### src/rtl/std_lane_receiver_pkg.sv
// -----------------------------------------------------------------------------
// std_lane_receiver_pkg
//   Definitions shared by the lane receiver and its per-lane FIFO: the
//   manager/stack interface sizes, the message delineator encodings, the
//   arbiter state type and the lane-index width helper.
// -----------------------------------------------------------------------------
package std_lane_receiver_pkg;

    // Manager / stack-interface sizes
    localparam int MGR_NUM_OF_EXEC_LANES       = 2;
    localparam int STACK_DOWN_INTF_STRM_DATA_W = 64;
    localparam int COMMON_STD_INTF_CNTL_W      = 2;

    // Message delineator encodings
    localparam logic [1:0] CNTL_MOM     = 2'b00;
    localparam logic [1:0] CNTL_SOM     = 2'b01;
    localparam logic [1:0] CNTL_EOM     = 2'b10;
    localparam logic [1:0] CNTL_SOM_EOM = 2'b11;

    // Stack-bus arbiter states
    typedef enum logic {
        ARB_IDLE   = 1'b0,
        ARB_LOCKED = 1'b1
    } arb_state_e;

    // Width of a lane index; a single lane still needs a 1-bit field
    function automatic int lane_idx_w(input int num_lanes);
        return (num_lanes > 1) ? $clog2(num_lanes) : 1;
    endfunction

endpackage

### src/rtl/std_lane_fifo.sv
// -----------------------------------------------------------------------------
// std_lane_fifo
//   Per-lane buffer of DEPTH entries with wrapping read/write pointers and an
//   occupancy count one bit wider than the pointers.
//
// Ports
//   clk            block clock
//   reset_poweron  asynchronous active-low reset (pointers and count only)
//   push           write push_data at the tail (ignored when full)
//   push_data      entry to store
//   pop            drop the head entry (ignored when empty)
//   head_data      current head entry
//   empty          count is zero
//   not_full       count is below DEPTH, from registered state only
// -----------------------------------------------------------------------------
module std_lane_fifo #(
    parameter int DEPTH = 4,
    parameter int WIDTH = 66
) (
    input  logic             clk,
    input  logic             reset_poweron,
    input  logic             push,
    input  logic [WIDTH-1:0] push_data,
    input  logic             pop,
    output logic [WIDTH-1:0] head_data,
    output logic             empty,
    output logic             not_full
);

    localparam int             PTR_W      = (DEPTH > 1) ? $clog2(DEPTH) : 1;
    localparam logic [PTR_W:0] FULL_COUNT = (PTR_W + 1)'(DEPTH);

    logic [WIDTH-1:0] mem_q [DEPTH];
    logic [WIDTH-1:0] mem_d [DEPTH];
    logic [PTR_W-1:0] wr_ptr_q, wr_ptr_d;
    logic [PTR_W-1:0] rd_ptr_q, rd_ptr_d;
    logic [PTR_W:0]   count_q, count_d;
    logic             do_push;
    logic             do_pop;

    // Guarding push/pop here keeps the count consistent even if a caller
    // requests an impossible operation; DEPTH is a power of two so the
    // pointers wrap by plain overflow.
    always_comb begin
        do_push  = push && (count_q != FULL_COUNT);
        do_pop   = pop && (count_q != '0);
        mem_d    = mem_q;
        wr_ptr_d = wr_ptr_q;
        rd_ptr_d = rd_ptr_q;
        count_d  = count_q;

        if (do_push) begin
            mem_d[wr_ptr_q] = push_data;
            wr_ptr_d        = wr_ptr_q + 1'b1;
        end
        if (do_pop) begin
            rd_ptr_d = rd_ptr_q + 1'b1;
        end

        case ({do_push, do_pop})
            2'b10:   count_d = count_q + 1'b1;
            2'b01:   count_d = count_q - 1'b1;
            default: count_d = count_q;
        endcase
    end

    always_ff @(posedge clk or negedge reset_poweron) begin
        if (!reset_poweron) begin
            wr_ptr_q <= '0;
            rd_ptr_q <= '0;
            count_q  <= '0;
        end else begin
            wr_ptr_q <= wr_ptr_d;
            rd_ptr_q <= rd_ptr_d;
            count_q  <= count_d;
        end
    end

    // Storage needs no reset: an entry is only visible once the count covers it
    always_ff @(posedge clk) begin
        mem_q <= mem_d;
    end

    assign head_data = mem_q[rd_ptr_q];
    assign empty     = (count_q == '0);
    assign not_full  = (count_q != FULL_COUNT);

endmodule

### src/rtl/std_lane_receiver.sv
// -----------------------------------------------------------------------------
// std_lane_receiver
//   Buffers delineated words from NUM_LANES memory-read-controller lanes and
//   forwards them onto a single stack bus, one whole message at a time, with
//   round-robin selection between messages and sticky per-lane protocol-error
//   flags.
//
// Ports
//   clk                   block clock
//   reset_poweron         asynchronous active-low reset
//   mrc__std__lane_valid  per-lane word valid
//   mrc__std__lane_cntl   per-lane delineator, lane i at [i*CNTL_W +: CNTL_W]
//   mrc__std__lane_data   per-lane data, lane i at [i*DATA_W +: DATA_W]
//   std__mrc__lane_ready  per-lane ready (lane buffer has room)
//   std__stk__valid       stack-bus word valid
//   std__stk__cntl        stack-bus delineator (0 when not valid)
//   std__stk__data        stack-bus data (0 when not valid)
//   std__stk__lane        source lane of the stack word (0 when not valid)
//   stk__std__ready       stack bus accepts the word
//   std__sys__lane_err    sticky per-lane protocol-error flags
// -----------------------------------------------------------------------------
module std_lane_receiver
    import std_lane_receiver_pkg::*;
#(
    parameter int NUM_LANES  = MGR_NUM_OF_EXEC_LANES,
    parameter int DATA_W     = STACK_DOWN_INTF_STRM_DATA_W,
    parameter int CNTL_W     = COMMON_STD_INTF_CNTL_W,
    parameter int FIFO_DEPTH = 4
) (
    input  logic                                clk,
    input  logic                                reset_poweron,
    input  logic [NUM_LANES-1:0]                mrc__std__lane_valid,
    input  logic [NUM_LANES*CNTL_W-1:0]         mrc__std__lane_cntl,
    input  logic [NUM_LANES*DATA_W-1:0]         mrc__std__lane_data,
    output logic [NUM_LANES-1:0]                std__mrc__lane_ready,
    output logic                                std__stk__valid,
    output logic [CNTL_W-1:0]                   std__stk__cntl,
    output logic [DATA_W-1:0]                   std__stk__data,
    output logic [lane_idx_w(NUM_LANES)-1:0]    std__stk__lane,
    input  logic                                stk__std__ready,
    output logic [NUM_LANES-1:0]                std__sys__lane_err
);

    localparam int                LANE_W    = lane_idx_w(NUM_LANES);
    localparam int                ENTRY_W   = CNTL_W + DATA_W;
    localparam logic [LANE_W-1:0] LAST_LANE = LANE_W'(NUM_LANES - 1);

    arb_state_e          state_q, state_d;
    logic [LANE_W-1:0]   grant_q, grant_d;
    logic [LANE_W-1:0]   rr_ptr_q, rr_ptr_d;
    logic [NUM_LANES-1:0] in_msg_q, in_msg_d;
    logic [NUM_LANES-1:0] lane_err_q, lane_err_d;
    logic                ready_en_q, ready_en_d;

    logic [NUM_LANES-1:0] lane_push;
    logic [NUM_LANES-1:0] lane_pop;
    logic [NUM_LANES-1:0] lane_empty;
    logic [NUM_LANES-1:0] lane_not_full;
    logic [ENTRY_W-1:0]   head_entry [NUM_LANES];

    logic [LANE_W-1:0]   sel_lane;
    logic [LANE_W-1:0]   cand_lane;
    int                  cand_idx;
    logic                stk_valid;
    logic                stk_xfer;
    logic [ENTRY_W-1:0]  head_sel;
    logic [1:0]          head_cntl;
    logic [1:0]          in_cntl;

    for (genvar i = 0; i < NUM_LANES; i++) begin : g_lane
        std_lane_fifo #(
            .DEPTH (FIFO_DEPTH),
            .WIDTH (ENTRY_W)
        ) u_fifo (
            .clk           (clk),
            .reset_poweron (reset_poweron),
            .push          (lane_push[i]),
            .push_data     ({mrc__std__lane_cntl[i*CNTL_W +: CNTL_W],
                             mrc__std__lane_data[i*DATA_W +: DATA_W]}),
            .pop           (lane_pop[i]),
            .head_data     (head_entry[i]),
            .empty         (lane_empty[i]),
            .not_full      (lane_not_full[i])
        );
    end

    // Lane side: ready is held low until the first edge after reset, then
    // follows registered buffer room. Each accepted word updates the lane's
    // in-message tracking; a delineator that does not fit the current state
    // raises the sticky error but the word is still stored.
    always_comb begin
        ready_en_d           = 1'b1;
        std__mrc__lane_ready = lane_not_full & {NUM_LANES{ready_en_q}};
        lane_push            = mrc__std__lane_valid & std__mrc__lane_ready;
        in_msg_d             = in_msg_q;
        lane_err_d           = lane_err_q;
        in_cntl              = '0;

        for (int i = 0; i < NUM_LANES; i++) begin
            if (lane_push[i]) begin
                in_cntl = mrc__std__lane_cntl[i*CNTL_W +: 2];
                case (in_cntl)
                    CNTL_SOM: begin
                        if (in_msg_q[i]) lane_err_d[i] = 1'b1;
                        in_msg_d[i] = 1'b1;
                    end
                    CNTL_SOM_EOM: begin
                        if (in_msg_q[i]) lane_err_d[i] = 1'b1;
                        in_msg_d[i] = 1'b0;
                    end
                    CNTL_EOM: begin
                        if (!in_msg_q[i]) lane_err_d[i] = 1'b1;
                        in_msg_d[i] = 1'b0;
                    end
                    default: begin
                        if (!in_msg_q[i]) lane_err_d[i] = 1'b1;
                    end
                endcase
            end
        end
    end

    // Stack side: when idle the first non-empty lane at or after rr_ptr is
    // chosen combinationally so a freshly buffered head goes out the next
    // cycle. Scanning from the farthest offset down lets the nearest lane
    // win. A SOM locks the grant so no other lane interleaves; EOM/SOM_EOM
    // releases it and moves rr_ptr past the lane. A stray MOM/EOM head in
    // idle is sent as a one-word grant so a broken lane cannot stall the bus.
    always_comb begin
        sel_lane  = rr_ptr_q;
        stk_valid = 1'b0;
        cand_idx  = 0;
        cand_lane = '0;

        if (state_q == ARB_LOCKED) begin
            sel_lane  = grant_q;
            stk_valid = !lane_empty[grant_q];
        end else begin
            for (int k = NUM_LANES - 1; k >= 0; k--) begin
                cand_idx = int'(rr_ptr_q) + k;
                if (cand_idx >= NUM_LANES) cand_idx = cand_idx - NUM_LANES;
                cand_lane = LANE_W'(cand_idx);
                if (!lane_empty[cand_lane]) begin
                    sel_lane  = cand_lane;
                    stk_valid = 1'b1;
                end
            end
        end

        head_sel        = head_entry[sel_lane];
        head_cntl       = head_sel[DATA_W +: 2];
        std__stk__valid = stk_valid;
        std__stk__cntl  = stk_valid ? head_sel[DATA_W +: CNTL_W] : '0;
        std__stk__data  = stk_valid ? head_sel[DATA_W-1:0] : '0;
        std__stk__lane  = stk_valid ? sel_lane : '0;

        stk_xfer = stk_valid && stk__std__ready;
        lane_pop = '0;
        if (stk_xfer) lane_pop[sel_lane] = 1'b1;

        state_d  = state_q;
        grant_d  = grant_q;
        rr_ptr_d = rr_ptr_q;
        if (stk_xfer) begin
            case (head_cntl)
                CNTL_SOM: begin
                    state_d = ARB_LOCKED;
                    grant_d = sel_lane;
                end
                CNTL_EOM, CNTL_SOM_EOM: begin
                    state_d  = ARB_IDLE;
                    rr_ptr_d = (sel_lane == LAST_LANE) ? '0 : sel_lane + 1'b1;
                end
                default: begin
                    state_d = state_q;
                end
            endcase
        end
    end

    always_ff @(posedge clk or negedge reset_poweron) begin
        if (!reset_poweron) begin
            state_q    <= ARB_IDLE;
            grant_q    <= '0;
            rr_ptr_q   <= '0;
            in_msg_q   <= '0;
            lane_err_q <= '0;
            ready_en_q <= 1'b0;
        end else begin
            state_q    <= state_d;
            grant_q    <= grant_d;
            rr_ptr_q   <= rr_ptr_d;
            in_msg_q   <= in_msg_d;
            lane_err_q <= lane_err_d;
            ready_en_q <= ready_en_d;
        end
    end

    assign std__sys__lane_err = lane_err_q;

endmodule
### config.mk
export PLATFORM = sky130hd
export DESIGN_NAME = std_lane_receiver
export DESIGN_NICKNAME = d
export VERILOG_FILES = /design/src/rtl/std_lane_receiver_pkg.sv /design/src/rtl/std_lane_fifo.sv /design/src/rtl/std_lane_receiver.sv
export SDC_FILE = /design/constraint.sdc
export NUM_CORES = 1
export LEC_CHECK = 0
export ABC_AREA = 1
export CAP_MARGIN = 30
export CORE_MARGIN = 4
export CORE_UTILIZATION = 41
export DETAILED_ROUTE_END_ITERATION = 6
export PLACE_DENSITY = 0.68
export SETUP_SLACK_MARGIN = 0.15
export SKIP_LAST_GASP = 1
export SYNTH_ARGS = -nofsm -noshare
export SYNTH_HDL_FRONTEND = slang
export SYNTH_SLANG_ARGS = --single-unit
### constraint.sdc
create_clock -name clk -period 3.6 [get_ports clk]
set_input_delay 0.72 -clock clk [delete_from_list [all_inputs] [get_ports clk]]
set_output_delay 0.72 -clock clk [all_outputs]
set_load 0.01 [all_outputs]
==> flow_summary.json <==
{
  "die_w_um": 240.1,
  "relSlewSlack_pct": 38.96,
  "hold_class": "reg -> reg",
  "violations": "setup timing",
  "clkTransAtPathRegs_ns": 0.06,
  "firstDrtPassIters": 7,
  "root_buffer": "clkbuf_16",
  "num_vias": 14430,
  "rsz0062_at_grt": "yes",
  "routed_wl_um": 59520,
  "critPathLaunch": "g_lane[1].u_fifo.rd_ptr_q[0]$_DFFE_PN0P_",
  "port_buffers": 208,
  "io_pins": 209,
  "hold-worst-slack_ns": 0.4711,
  "setup_viol_count_final": 2,
  "ys_ff_latch": 550,
  "syn_to_final_growth_pct": 23.82,
  "grt_max_degree": 88,
  "place.gp.congestion": 0.8810,
  "numClockSinks": 550,
  "r2r_slack_ns": 0.93,
  "worst_r2r_startpoint": "g_lane[0].u_fifo.count_q[0]$_DFFE_PN0P_",
  "power_density_mw_per_mm2": 896.8,
  "async_reset_ff_share_pct": 4.000,
  "crit_arrival_ns": 2.91,
  "synth_ff_type": "edfxtp_1",
  "cts_tree": "built",
  "yosys_warnings": 0,
  "synth_nets": 1864,
  "drive_above_1_share_pct": 11.93,
  "max_slew.worst_pin.slew_ns": 0.9127,
  "timing.rr.end": "g_lane[1].u_fifo.count_q[2]$_DFFE_PN0P_",
  "fin_ws_ns": -0.02705,
  "grt_usage_pct": 20.15,
  "synthesis.area_mm2": 0.02208,
  "core_mm2": 0.05297,
  "drt.antenna.violating_nets": 0,
  "crit_path_start_kind": "register",
  "period_share_pct": 100.8,
  "synth_seq_area_share_pct": 74.29,
  "crit_type": "reg -> out",
  "timing_hold_violations_final": 0,
  "grt_pass1_vias": 14280,
  "dp_hpwl_um": 37150,
  "worstSetupEndpointType": "primary output",
  "crit_path_max_fanout": 23,
  "required_ns": 2.88,
  "syn_area_per_cell_um2": 12.88,
  "slew_viol_final": 0,
  "synth_cells": 1715,
  "status": "finished with violations",
  "overflow": 0,
  "antenna_found_initial": 8,
  "cts_buffer_depth": 3,
  "fin_crit_ns": 3.627,
  "htreeDepth": 2,
  "crit_end": "std__stk__data[4]",
  "yosysUniqueCellTypes": 34,
  "rows": 84,
  "r2r_cells": 14,
  "grt_pass1_wl_um": 87410,
  "viasPerCell": 5.399,
  "tns_ns": -0.04655,
  "drt-initial-drc-count": 1339,
  "vdd_drop_max_v": 0.0007471,
  "clock_latency_ns": 0.60,
  "postLayoutCoreUtil_pct": 51.62,
  "cap_viol_max_count": 0,
  "cts_made_buffers": 55,
  "drc": 0,
  "die_y_um": 240.1,
  "wl_per_cell_um": 22.28,
  "synth_enable_flop_cells": 528,
  "initial_core_util_pct": 41.69,
  "clock.fmax_mhz": 275.7,
  "nets": 2085,
  "skew_ns": 0.01251,
  "dieArea_mm2": 0.05764,
  "leakage_nw": 9.674
}
## layout make-up
| class | count | area [um2] |
|---|---|---|
| Timing Repair Buffer | 271 | 3022 |
| Inverter | 42 | 187.7 |
| Antenna cell | 5 | 12.51 |
| Fill cell | 4463 | 25630 |
| Clock buffer | 75 | 1534 |
| Multi-Input combinational cell | 1016 | 5121 |
| Clock inverter | 25 | 190.2 |
| Tap cell | 688 | 860.8 |
| Sequential cell | 550 | 16420 |
## kinds of logic (layout without fill, tap and decap cells)
logic type / after synthesis / in the layout / share of synthesized area [%]
other: 1 / 6 / 0.01698
AND/OR/NAND/NOR: 712 / 712 / 14.33
buffers and inverters: 149 / 413 / 3.439
flip-flops: 550 / 550 / 74.29
AO/OA/AOI/OAI: 282 / 282 / 6.822
XOR/XNOR: 9 / 9 / 0.3570
adder cells (fa/ha/maj): 12 / 12 / 0.7479
## cells in the final DEF, fill, tap and decap left out, types with 3 or more instances in the layout
cell	Yosys	layout
a21oi_1	68	54
a21oi_2	0	14
buf_12	0	21
buf_16	0	4
buf_4	12	29
buf_6	14	6
bufinv_16	0	3
clkbuf_1	46	14
clkbuf_16	0	58
clkbuf_8	0	4
clkdlybuf4s50_1	0	149
clkinv_1	1	12
clkinv_2	0	8
dfrtp_1	22	18
diode_2	0	5
dlygate4sd2_1	0	28
dlymetal6s2s_1	0	28
edfxtp_1	528	528
ha_1	10	10
inv_1	39	36
nand2_1	293	292
nand3_1	135	135
nor2_1	213	204
nor2_4	0	9
nor3_1	20	12
nor3_2	44	52
o21ai_0	143	142
o22ai_1	65	60
o22ai_2	0	5
xor2_1	7	7
## cells in the mapped netlist, types with 2 or more instances
cell	n	area, um2
edfxtp_1	528	15860
nand2_1	293	1100
nor2_1	213	799.5
o21ai_0	143	715.7
nand3_1	135	675.7
a21oi_1	68	340.3
o22ai_1	65	406.6
clkbuf_1	46	172.7
nor3_2	44	440.4
inv_1	39	146.4
buf_2	29	145.1
dfrtp_1	22	550.5
nor3_1	20	100.1
buf_6	14	157.7
buf_4	12	90.09
ha_1	10	125.1
xor2_1	7	61.31
buf_1	5	18.77
a22oi_1	2	15.01
a31o_2	2	17.52
fa_1	2	40.04
nor2_2	2	12.51
or2_2	2	12.51
xnor2_1	2	17.52
## worst min path at each step
stage	from	to	cells after the start
floorplan	reset_poweron	g_lane[0].u_fifo.count_q[0]$_DFFE_PN0P_	0
global placement	std__sys__lane_err[0]$_DFFE_PN0P_	std__sys__lane_err[0]$_DFFE_PN0P_	1
detailed placement	std__sys__lane_err[1]$_DFFE_PN0P_	std__sys__lane_err[1]$_DFFE_PN0P_	1
CTS	std__sys__lane_err[0]$_DFFE_PN0P_	std__sys__lane_err[0]$_DFFE_PN0P_	1
global route	std__sys__lane_err[0]$_DFFE_PN0P_	std__sys__lane_err[0]$_DFFE_PN0P_	1
finish	std__sys__lane_err[0]$_DFFE_PN0P_	std__sys__lane_err[0]$_DFFE_PN0P_	1
## where the power goes
group	total (mW)	internal, mW	switching, mW
Clock	5.51	3.18	2.34
Sequential	8.01	7.79	0.217
Combinational	11.0	4.08	6.92
## registers in the layout, summed over array words and instances (netlist names)
register / cells
rr_ptr_q: 1
grant_q: 1
std__sys__lane_err: 2
g_lane.u_fifo.rd_ptr_q: 4
in_msg_q: 2
state_q: 1
g_lane.u_fifo.wr_ptr_q: 4
ready_en_q: 1
g_lane.u_fifo.mem_q: 528
g_lane.u_fifo.count_q: 6
## timing repair
item / in CTS / in global routing
pin swaps: 3 / 3
resized for setup: 57 / 57
buffers inserted: 3 / 0
hold buffers: 0 / 0
endpoints found under the setup margin: 66 / 54
gates cloned: 3 / 1
## per-layer routing
metal / track usage, % / vias up / part of all wire [%] / wire, um
met5: 0 / - / 0.077 / 46
met4: 7.170 / 8 / 2.9 / 1733
met3: 3.820 / 99 / 7.9 / 4685
met2: 33.31 / 587 / 49 / 29410
met1: 26.87 / 7116 / 40 / 23650
li1: - / 6615 / - / -
## worst max-delay path, cell delays in order (launching register included)
cell             delay, ns
dfrtp_4               0.52
inv_8                 0.18
buf_16                0.18
buf_4                 0.15
nor2_1                0.05
o22ai_1               0.23
nor2_1                0.09
nor3_2                0.18
buf_4                 0.17
clkdlybuf4s50_1       0.54
## stage by stage
step,std cells,cell area (um2),setup WS [ns],power (mW)
2_1_floorplan,1715,22090,-0.6452,14.00
6_report,2672,27340,-0.02705,24.52
3_5_place_dp,2560,25220,0.4157,18.86
3_3_place_gp,2560,25220,0.4365,18.72
5_1_grt,2671,27340,-0.1149,25.77
4_1_cts,2666,27140,-0.08332,24.56
Power figures use the tool's default switching activity.
